File: src/rtl/spi_shift_engine_if.sv
// Byte-stream and SPI pin bundle for spi_shift_engine.
// The slave modport is the engine's view; master is the upstream/flash side.
interface spi_shift_engine_if;
  logic       tx_valid;
  logic [7:0] tx_data;
  logic       tx_last;
  logic       tx_ready;
  logic       rx_valid;
  logic [7:0] rx_data;
  logic       busy;
  logic       spi_sck;
  logic       spi_cs_n;
  logic       spi_mosi;
  logic       spi_miso;

  modport slave (
    input  tx_valid, tx_data, tx_last, spi_miso,
    output tx_ready, rx_valid, rx_data, busy, spi_sck, spi_cs_n, spi_mosi
  );

  modport master (
    output tx_valid, tx_data, tx_last, spi_miso,
    input  tx_ready, rx_valid, rx_data, busy, spi_sck, spi_cs_n, spi_mosi
  );
endinterface

File: src/rtl/spi_shift_engine.sv
// SPI mode-0 byte shift engine with chip-select framing for a serial flash.
// Receive capture is built only when macro SPI_SHIFT_RX_EN is defined.
module spi_shift_engine #(
  parameter int DIV_HALF = 2,
  parameter int CS_GAP   = 2
) (
  input  logic              p_clk,
  input  logic              p_reset_n,
  spi_shift_engine_if.slave bus
);

  localparam logic [7:0] HALF_RELOAD = 8'(DIV_HALF - 1);
  localparam logic [7:0] GAP_RELOAD  = 8'(CS_GAP - 1);

  typedef enum logic [2:0] {IDLE, SETUP, SHIFT, WAIT, HOLD, GAP} state_t;

  state_t     r_state;
  state_t     w_nextState;
  logic [7:0] r_cnt;
  logic [2:0] r_bitCnt;
  logic [7:0] r_txShift;
  logic       r_last;
  logic       r_sck;
  logic       r_csN;
  logic       r_mosi;
  logic       r_ready;
  logic       w_accept;
  logic       w_cntZero;
  logic       w_byteDone;
  logic       w_sampleEdge;

  assign w_accept   = bus.tx_valid & r_ready;
  assign w_cntZero  = (r_cnt == 8'd0);
  assign w_byteDone = (r_state == SHIFT) && w_cntZero && !r_sck && (r_bitCnt == 3'd0);
  // Edges that raise SCK: end of SETUP, end of a low half (not the last), or a WAIT accept.
  assign w_sampleEdge = ((r_state == SETUP) && w_cntZero) ||
                        ((r_state == SHIFT) && w_cntZero && !r_sck && (r_bitCnt != 3'd0)) ||
                        ((r_state == WAIT) && w_accept);

  always_ff @(posedge p_clk or negedge p_reset_n) begin
    if (!p_reset_n) r_state <= IDLE;
    else            r_state <= w_nextState;
  end

  always_comb begin
    w_nextState = r_state;
    case (r_state)
      IDLE:    if (w_accept)   w_nextState = SETUP;
      SETUP:   if (w_cntZero)  w_nextState = SHIFT;
      SHIFT:   if (w_byteDone) w_nextState = r_last ? HOLD : WAIT;
      WAIT:    if (w_accept)   w_nextState = SHIFT;
      HOLD:    if (w_cntZero)  w_nextState = GAP;
      GAP:     if (w_cntZero)  w_nextState = IDLE;
      default: w_nextState = IDLE;
    endcase
  end

  // Ready is registered so it stays low through reset and rises one clock after release.
  always_ff @(posedge p_clk or negedge p_reset_n) begin
    if (!p_reset_n) begin
      r_ready   <= 1'b0;
      r_cnt     <= 8'd0;
      r_bitCnt  <= 3'd0;
      r_txShift <= 8'd0;
      r_last    <= 1'b0;
      r_sck     <= 1'b0;
      r_csN     <= 1'b1;
      r_mosi    <= 1'b0;
    end else begin
      r_ready <= (w_nextState == IDLE) || (w_nextState == WAIT);
      if (w_accept) begin
        r_txShift <= bus.tx_data;
        r_last    <= bus.tx_last;
        r_mosi    <= bus.tx_data[7];
        r_bitCnt  <= 3'd7;
        r_cnt     <= HALF_RELOAD;
        r_csN     <= 1'b0;
        if (r_state == WAIT) r_sck <= 1'b1;
      end else begin
        case (r_state)
          SETUP: begin
            if (w_cntZero) begin
              r_sck <= 1'b1;
              r_cnt <= HALF_RELOAD;
            end else begin
              r_cnt <= r_cnt - 8'd1;
            end
          end
          SHIFT: begin
            if (!w_cntZero) begin
              r_cnt <= r_cnt - 8'd1;
            end else if (r_sck) begin
              r_sck <= 1'b0;
              r_cnt <= HALF_RELOAD;
              if (r_bitCnt != 3'd0) begin
                r_mosi    <= r_txShift[6];
                r_txShift <= {r_txShift[6:0], 1'b0};
              end
            end else begin
              r_cnt <= HALF_RELOAD;
              if (r_bitCnt != 3'd0) begin
                r_bitCnt <= r_bitCnt - 3'd1;
                r_sck    <= 1'b1;
              end
            end
          end
          HOLD: begin
            if (w_cntZero) begin
              r_csN  <= 1'b1;
              r_mosi <= 1'b0;
              r_cnt  <= GAP_RELOAD;
            end else begin
              r_cnt <= r_cnt - 8'd1;
            end
          end
          GAP: begin
            if (!w_cntZero) r_cnt <= r_cnt - 8'd1;
          end
          default: ;
        endcase
      end
    end
  end

`ifdef SPI_SHIFT_RX_EN
  logic [7:0] r_rxShift;
  logic [7:0] r_rxData;
  logic       r_rxValid;

  always_ff @(posedge p_clk or negedge p_reset_n) begin
    if (!p_reset_n) begin
      r_rxShift <= 8'd0;
      r_rxData  <= 8'd0;
      r_rxValid <= 1'b0;
    end else begin
      r_rxValid <= w_byteDone;
      if (w_sampleEdge) r_rxShift <= {r_rxShift[6:0], bus.spi_miso};
      if (w_byteDone)   r_rxData  <= r_rxShift;
    end
  end

  assign bus.rx_valid = r_rxValid;
  assign bus.rx_data  = r_rxData;
`else
  assign bus.rx_valid = 1'b0;
  assign bus.rx_data  = 8'd0;
`endif

  assign bus.tx_ready = r_ready;
  assign bus.busy     = (r_state != IDLE);
  assign bus.spi_sck  = r_sck;
  assign bus.spi_cs_n = r_csN;
  assign bus.spi_mosi = r_mosi;

endmodule

File: src/flat_wrapper.sv
// flat-port wrapper written by rule: the top's interface ports become plain ports
module spi_shift_engine_flat 
#(
  parameter int DIV_HALF = 2,
  parameter int CS_GAP   = 2
)
  (p_clk, p_reset_n, bus_tx_valid, bus_tx_data, bus_tx_last, bus_spi_miso, bus_tx_ready, bus_rx_valid, bus_rx_data, bus_busy, bus_spi_sck, bus_spi_cs_n, bus_spi_mosi);
  spi_shift_engine_if bus_i ();
  input  logic p_clk;
  input  logic p_reset_n;
  input wire logic [$bits(bus_i.tx_valid)-1:0] bus_tx_valid;
  input wire logic [$bits(bus_i.tx_data)-1:0] bus_tx_data;
  input wire logic [$bits(bus_i.tx_last)-1:0] bus_tx_last;
  input wire logic [$bits(bus_i.spi_miso)-1:0] bus_spi_miso;
  output wire logic [$bits(bus_i.tx_ready)-1:0] bus_tx_ready;
  output wire logic [$bits(bus_i.rx_valid)-1:0] bus_rx_valid;
  output wire logic [$bits(bus_i.rx_data)-1:0] bus_rx_data;
  output wire logic [$bits(bus_i.busy)-1:0] bus_busy;
  output wire logic [$bits(bus_i.spi_sck)-1:0] bus_spi_sck;
  output wire logic [$bits(bus_i.spi_cs_n)-1:0] bus_spi_cs_n;
  output wire logic [$bits(bus_i.spi_mosi)-1:0] bus_spi_mosi;
  assign bus_i.tx_valid = bus_tx_valid;
  assign bus_i.tx_data = bus_tx_data;
  assign bus_i.tx_last = bus_tx_last;
  assign bus_i.spi_miso = bus_spi_miso;
  assign bus_tx_ready = bus_i.tx_ready;
  assign bus_rx_valid = bus_i.rx_valid;
  assign bus_rx_data = bus_i.rx_data;
  assign bus_busy = bus_i.busy;
  assign bus_spi_sck = bus_i.spi_sck;
  assign bus_spi_cs_n = bus_i.spi_cs_n;
  assign bus_spi_mosi = bus_i.spi_mosi;
  spi_shift_engine #(.DIV_HALF(DIV_HALF), .CS_GAP(CS_GAP)) u_core (.p_clk(p_clk), .p_reset_n(p_reset_n), .bus(bus_i));
endmodule
File: config.mk
export PLATFORM = sky130hd
export DESIGN_NAME = spi_shift_engine_flat
export DESIGN_NICKNAME = d
export VERILOG_FILES = /design/src/rtl/spi_shift_engine_if.sv /design/src/rtl/spi_shift_engine.sv /design/src/flat_wrapper.sv
export SDC_FILE = /design/constraint.sdc
export NUM_CORES = 1
export LEC_CHECK = 0
export BUFFER_PORTS_ARGS = -buffer_cell sky130_fd_sc_hd__buf_2
export CAP_MARGIN = 20
export CORE_ASPECT_RATIO = 0.8
export CORE_MARGIN = 2
export CORE_UTILIZATION = 59
export DETAILED_ROUTE_END_ITERATION = 7
export PLACE_DENSITY = 0.8
export SLEW_MARGIN = 15
export SYNTH_ARGS = -nofsm -noshare
export SYNTH_HDL_FRONTEND = slang
export SYNTH_SLANG_ARGS = --single-unit
File: constraint.sdc
create_clock -name p_clk -period 3.75 [get_ports p_clk]
set_input_delay 0.75 -clock p_clk [delete_from_list [all_inputs] [get_ports p_clk]]
set_output_delay 0.75 -clock p_clk [all_outputs]
set_load 0.01 [all_outputs]
# Yosys cells after proc, flatten, opt, wreduce, memory -nomap -nowiden
# Index checks and enable logic that the tools add are counted.
totals:
  ff_bits: 26
  out_inout_bits: 14
  wordCells: 89
op_classes:
  n_addsub: 2
  eq_ne: 14
  n_mux: 37
  bitwise: 1
  reduce_logical: 26
op_table:
  columns: ["op", "n"]
  rows:
  - ["two-way mux 3 bit", 12]
  - ["two-way mux 7 bit", 5]
  - ["two-way mux 8 bit", 3]
  - ["one-hot mux 3 bit (6 select lines)", 1]
  - ["one-hot mux 8 bit (2 select lines)", 1]
  - ["nonzero test 3 bit", 5]
  - ["two-way mux 1 bit", 13]
  - ["inequality test 3 x 1 -> 1 bit, second input constant", 4]
  - ["AND reduction 4 bit", 3]
  - ["nonzero test 2 bit", 5]
  - ["equality test 3 x 2 -> 1 bit, second input constant", 3]
  - ["zero test 3 bit", 3]
  - ["zero test 8 bit", 1]
  - ["subtractor 8 x 1 -> 8 bit, second input constant", 1]
  - ["equality test 3 bit, second input constant", 2]
  - ["inequality test 3 x 2 -> 1 bit, second input constant", 2]
  - ["AND reduction 5 bit", 1]
  - ["inequality test 2 bit, second input constant", 2]
  - ["one-hot mux 1 bit (2 select lines)", 2]
  - ["AND reduction 2 bit", 2]
  - ["equality test 3 x 1 -> 1 bit, second input constant", 1]
  - ["logical AND 1 bit", 3]
  - ["OR reduction 3 bit", 1]
  - ["subtractor 3 x 1 -> 3 bit, second input constant", 1]
  - ["other kinds (3)", 3]

# Longest topological paths before layout
logic_depth:
  word_depth: 8
  ltp_mapped: 8
  depth_no_buf: 7

# Least setup slack after synthesis
# OpenSTA, ideal clock, no wires.
synth_timing:
  kind: "input port to flip-flop"
  start: "in bus_tx_valid"
  end: "reg u_core.r_txShift[2]"
  setup_ps: 140
  arrival_ps: 1763
  required_ps: 3610
  setup_slack_ps: 1848
  stages: 5
  cell_sequence: "and2_1 -> buf_2 -> buf_1 -> mux2i_1 -> o21ai_0"
synth_via:
  elab_chain_cells: 3
  elab_cells_between_ends: 7
  cone_classes: "mux: 1; bitwise: 1; reduce/logical: 5"
synth_rtl:
  columns: ["item", "line", "source"]
  rows:
  - ["start: declaration", "flat_wrapper.sv:11", "input wire logic [$bits(bus_i.tx_valid)-1:0] bus_tx_valid;"]
  - ["bitwise AND 1 bit *", "spi_shift_engine.sv:32", "assign w_accept = bus.tx_valid & r_ready;"]
  - ["nonzero test 2 bit (no line)", null, null]
  - ["AND reduction 4 bit (no line)", null, null]
  - ["end signal: assignment", "spi_shift_engine.sv:72", "r_txShift <= bus.tx_data;"]
  - ["end signal: assignment", "spi_shift_engine.sv:97", "r_txShift <= {r_txShift[6:0], 1'b0};"]
  - ["end: declaration", "spi_shift_engine.sv:21", "logic [7:0] r_txShift;"]
# Every way passes the cells marked *; elsewhere a longest branch is shown, timed or not.
# A chain may end at the register's enable or synchronous reset.

# Final worst setup path
layout_timing:
  start: "reg u_core.r_cnt[0]"
  end: "reg u_core.r_mosi (netlist: u_core.bus.spi_mosi)"
layout_via:
  elab_chain_cells: 3
  elab_cells_between_ends: 4
  cone_classes: "eq/ne: 2; reduce/logical: 2"
layout_rtl:
  columns: ["item", "line", "source"]
  rows:
  - ["start: declaration", "spi_shift_engine.sv:19", "logic [7:0] r_cnt;"]
  - ["start signal: assignment", "spi_shift_engine.sv:86", "r_cnt <= r_cnt - 8'd1;"]
  - ["start signal: assignment", "spi_shift_engine.sv:91", "r_cnt <= r_cnt - 8'd1;"]
  - ["start signal: assignment", "spi_shift_engine.sv:113", "r_cnt <= r_cnt - 8'd1;"]
  - ["zero test 8 bit *", "spi_shift_engine.sv:33", "assign w_cntZero = (r_cnt == 8'd0);"]
  - ["inequality test 3 x 1 -> 1 bit (no line)", null, null]
  - ["AND reduction 5 bit (no line) *", null, null]
  - ["end signal: assignment", "spi_shift_engine.sv:74", "r_mosi <= bus.tx_data[7];"]
  - ["end signal: assignment", "spi_shift_engine.sv:96", "r_mosi <= r_txShift[6];"]
  - ["end: declaration", "spi_shift_engine.sv:25", "logic r_mosi;"]
# Marks and branches as above.

==> out/metrics.yaml <==
grt_util_met3_pct: 4.72
grt-ovfl-total: 0
row_count: 16
synth_cell_types: 44
skew_ns: 0.00546
critical_path.max_stage_delay_ns: 0.54
die_w_um: 61.0
rsz0062_at_grt: "false"
synth_edf_count: 0
cts-root-buf: "clkbuf_4"
hold_buffers: 0
cts_setup_buffers: 0
wirelength_um: 2790
vias_per_cell: 5.62
syn_avg_cell_area_um2: 9.40
yosys-top-cells-count: "dfrtp_1 (25), nand2_1 (19), nor2_1 (12), o21ai_0 (12), buf_4 (11)"
antenna_found_initial: 0
syn-cell-area_um2: 1530
status: "complete, no violations"
post-route-min-period_ns: 2.66
r2r_end: "u_core.bus.spi_mosi"
synth_top_area_cell: "dfrtp_1"
drtAntennaViolNets: 0
areaGrowthSynthToFinish_pct: 4.74
finalHoldViolations: 0
grt_start_max_net_pins: 27
clkTransAtPathRegs_ns: 0.14
cap_violations: 0
io_buffers: 16
max_freq_mhz: 375
cp_data_required_time_ns: 3.93
grt_first_pass_wirelength_um: 4970
grtUsageTotal_pct: 21.4
hpwl_um: 2050
pre_cts_ws_ns: 1.08
cp_slowest_cell: "a41oi_1"
core_region_area_um2: 2460
drtPass1Iterations: 4
layout-drive-gt1-share_pct: 17.1
fin_nets: 192
vias: 1185
hp-class: "in2async"
grt_pass1_vias: 1077
period_share_pct: 71.0
ys_seq_area_share_pct: 42.6
cts_resized: 0
cts_buffers: 3
top_usage_layer: "met2"
tightest_slew_ns: 0.997
r2r_setup_slack_ns: 1.09
start_util_pct: 62.2
drt-initial-drc-count: 54
place_congestion: 0.820
yosysMostFrequentCell: "dfrtp_1"
die_h_um: 49.6
cts.sinks: 26
vdd_drop_max_uv: 310
reg2reg_depth: 7
clockBufferDepth: 2
use_met1_pct: 28.8
crit_chain: "inv_1, ha_1, nor3b_2, and2_1, a41oi_1, a221oi_1, a31oi_1"
cp.arrival_ns: 2.84
critPathKind: "reg2reg"
synth-seq-cells: 26
fin_area_um2: 1600
worstSkewPairLatency_ns: 0.32
crit_fanout: 15
postSynthCellCount: 163
fin_setup_tns_ns: 0
crit_path_end_kind: "flip-flop"
h-tree-depth: 1
avgRoutedWirePerCell_um: 13.2
leakage_nw: 0.739
setup_viol: 0
critPathLaunchType: "flip-flop"
async_flop_share_pct: 100
num_io_pins: 27
use_met2_pct: 35.7
setup_ws_ns: 1.09
n_fill_cell: 212
yosys-top-cells-area: "dfrtp_1 (41%), buf_4 (5.4%), nand2_1 (4.7%)"
dpl_cell_area_um2: 1570
cts_tree: "done"
synth_top_area_share_pct: 40.8
antenna_cells: 0
synth_ff_type: "dfrtp_1"
die_area_um2: 3020
crit_start: "u_core.r_cnt[0]"
yosysWarnings: 0
finalMaxSlewViolations: 0
r2r-start: "u_core.r_cnt[0]"
cellPowerDensity_nw_per_um2: 602
drc: 0
slew_headroom_pct: 32.7
routing by layer:
layer,wire length [um],share of wire (%)
met5,0,0
met4,17,0.61
met3,141,5.0
met2,1390,50
met1,1250,45
critical path, delay by kind of cell (launching register included):
family                     cells  cell delay (ns)
and+or+nand+nor                2             0.84
DFF                            1             0.40
AOI/OAI and AO/OA              3             0.99
adders and majority gates      1             0.18
buffers and inverters          1             0.10
area by class of cell:
type	count	area, um^2	share of cell area (%)
clock buffer	4	36.3	2.26
sequential	26	652	40.6
inverter	8	30.0	1.87
multi-input combinational	121	761	47.4
timing repair buffer	16	80.1	4.99
tap	36	45.0	2.81
sequential cells by signal (all words and copies together), names as in the netlist:
| signal | flops |
|---|---|
| u_core.r_cnt | 8 |
| u_core.r_txShift | 7 |
| u_core.r_bitCnt | 3 |
| u_core.r_state | 3 |
| u_core.bus.spi_cs_n | 1 |
| u_core.bus.spi_mosi | 1 |
| u_core.bus.spi_sck | 1 |
| u_core.bus.tx_ready | 1 |
| u_core.r_last | 1 |
placed cells by master, fill, tap and decap left out, drive strengths merged, types with 2 or more instances in the layout:
cell type and count:
o21ai 12, conb 9, xnor2 2, buf 16, and2 4, mux2i 6
nor3 2, nand4 2, nor2 13, xor2 7, o211ai 4, or3 3
nand2b 2, a22o 2, nand3 5, nand2 19, o21a 2, a21oi 6
inv 8, ha 3, nor3b 2, clkbuf 4, dfrtp 25, nor4 3
metrics by stage:
| step | total power, mW | std cells | util, % | hold slack, ns |
|---|---|---|---|---|
| floorplan | 0.743 | 171 | - | 0.449 |
| global placement | 0.798 | 207 | 63.7 | 0.461 |
| detailed placement | 0.830 | 207 | 63.7 | 0.472 |
| CTS | 0.974 | 211 | 65.1 | 0.413 |
| global route | 1.05 | 211 | 65.1 | 0.420 |
| finish | 0.965 | 211 | 65.1 | 0.398 |
where the power goes:
group | total (mW) | internal [mW] | switching [mW]
Clock | 0.142 | 0.0594 | 0.0829
Combinational | 0.356 | 0.156 | 0.200
Sequential | 0.467 | 0.380 | 0.0874
Total | 0.965 | 0.595 | 0.370
cells by family after synthesis:
kind of cell,synth area share [%]
simple gates,20.8
compound gates,14.5
flops,42.6
buf+inv,9.72
xor+xnor,5.15
mux,4.66
fa+ha+maj,2.45
other cells,0.245
worst max path at each step:
stage / end / slack [ns]
3_5_place_dp: u_core.bus.spi_mosi / 1.08
5_1_grt: u_core.bus.spi_mosi / 0.75
2_1_floorplan: u_core.r_txShift[2] / 1.85
3_3_place_gp: u_core.bus.spi_mosi / 1.12
6_report: u_core.bus.spi_mosi / 1.09
4_1_cts: u_core.bus.spi_mosi / 1.09
Note: power is estimated with default switching activity, not from simulation.
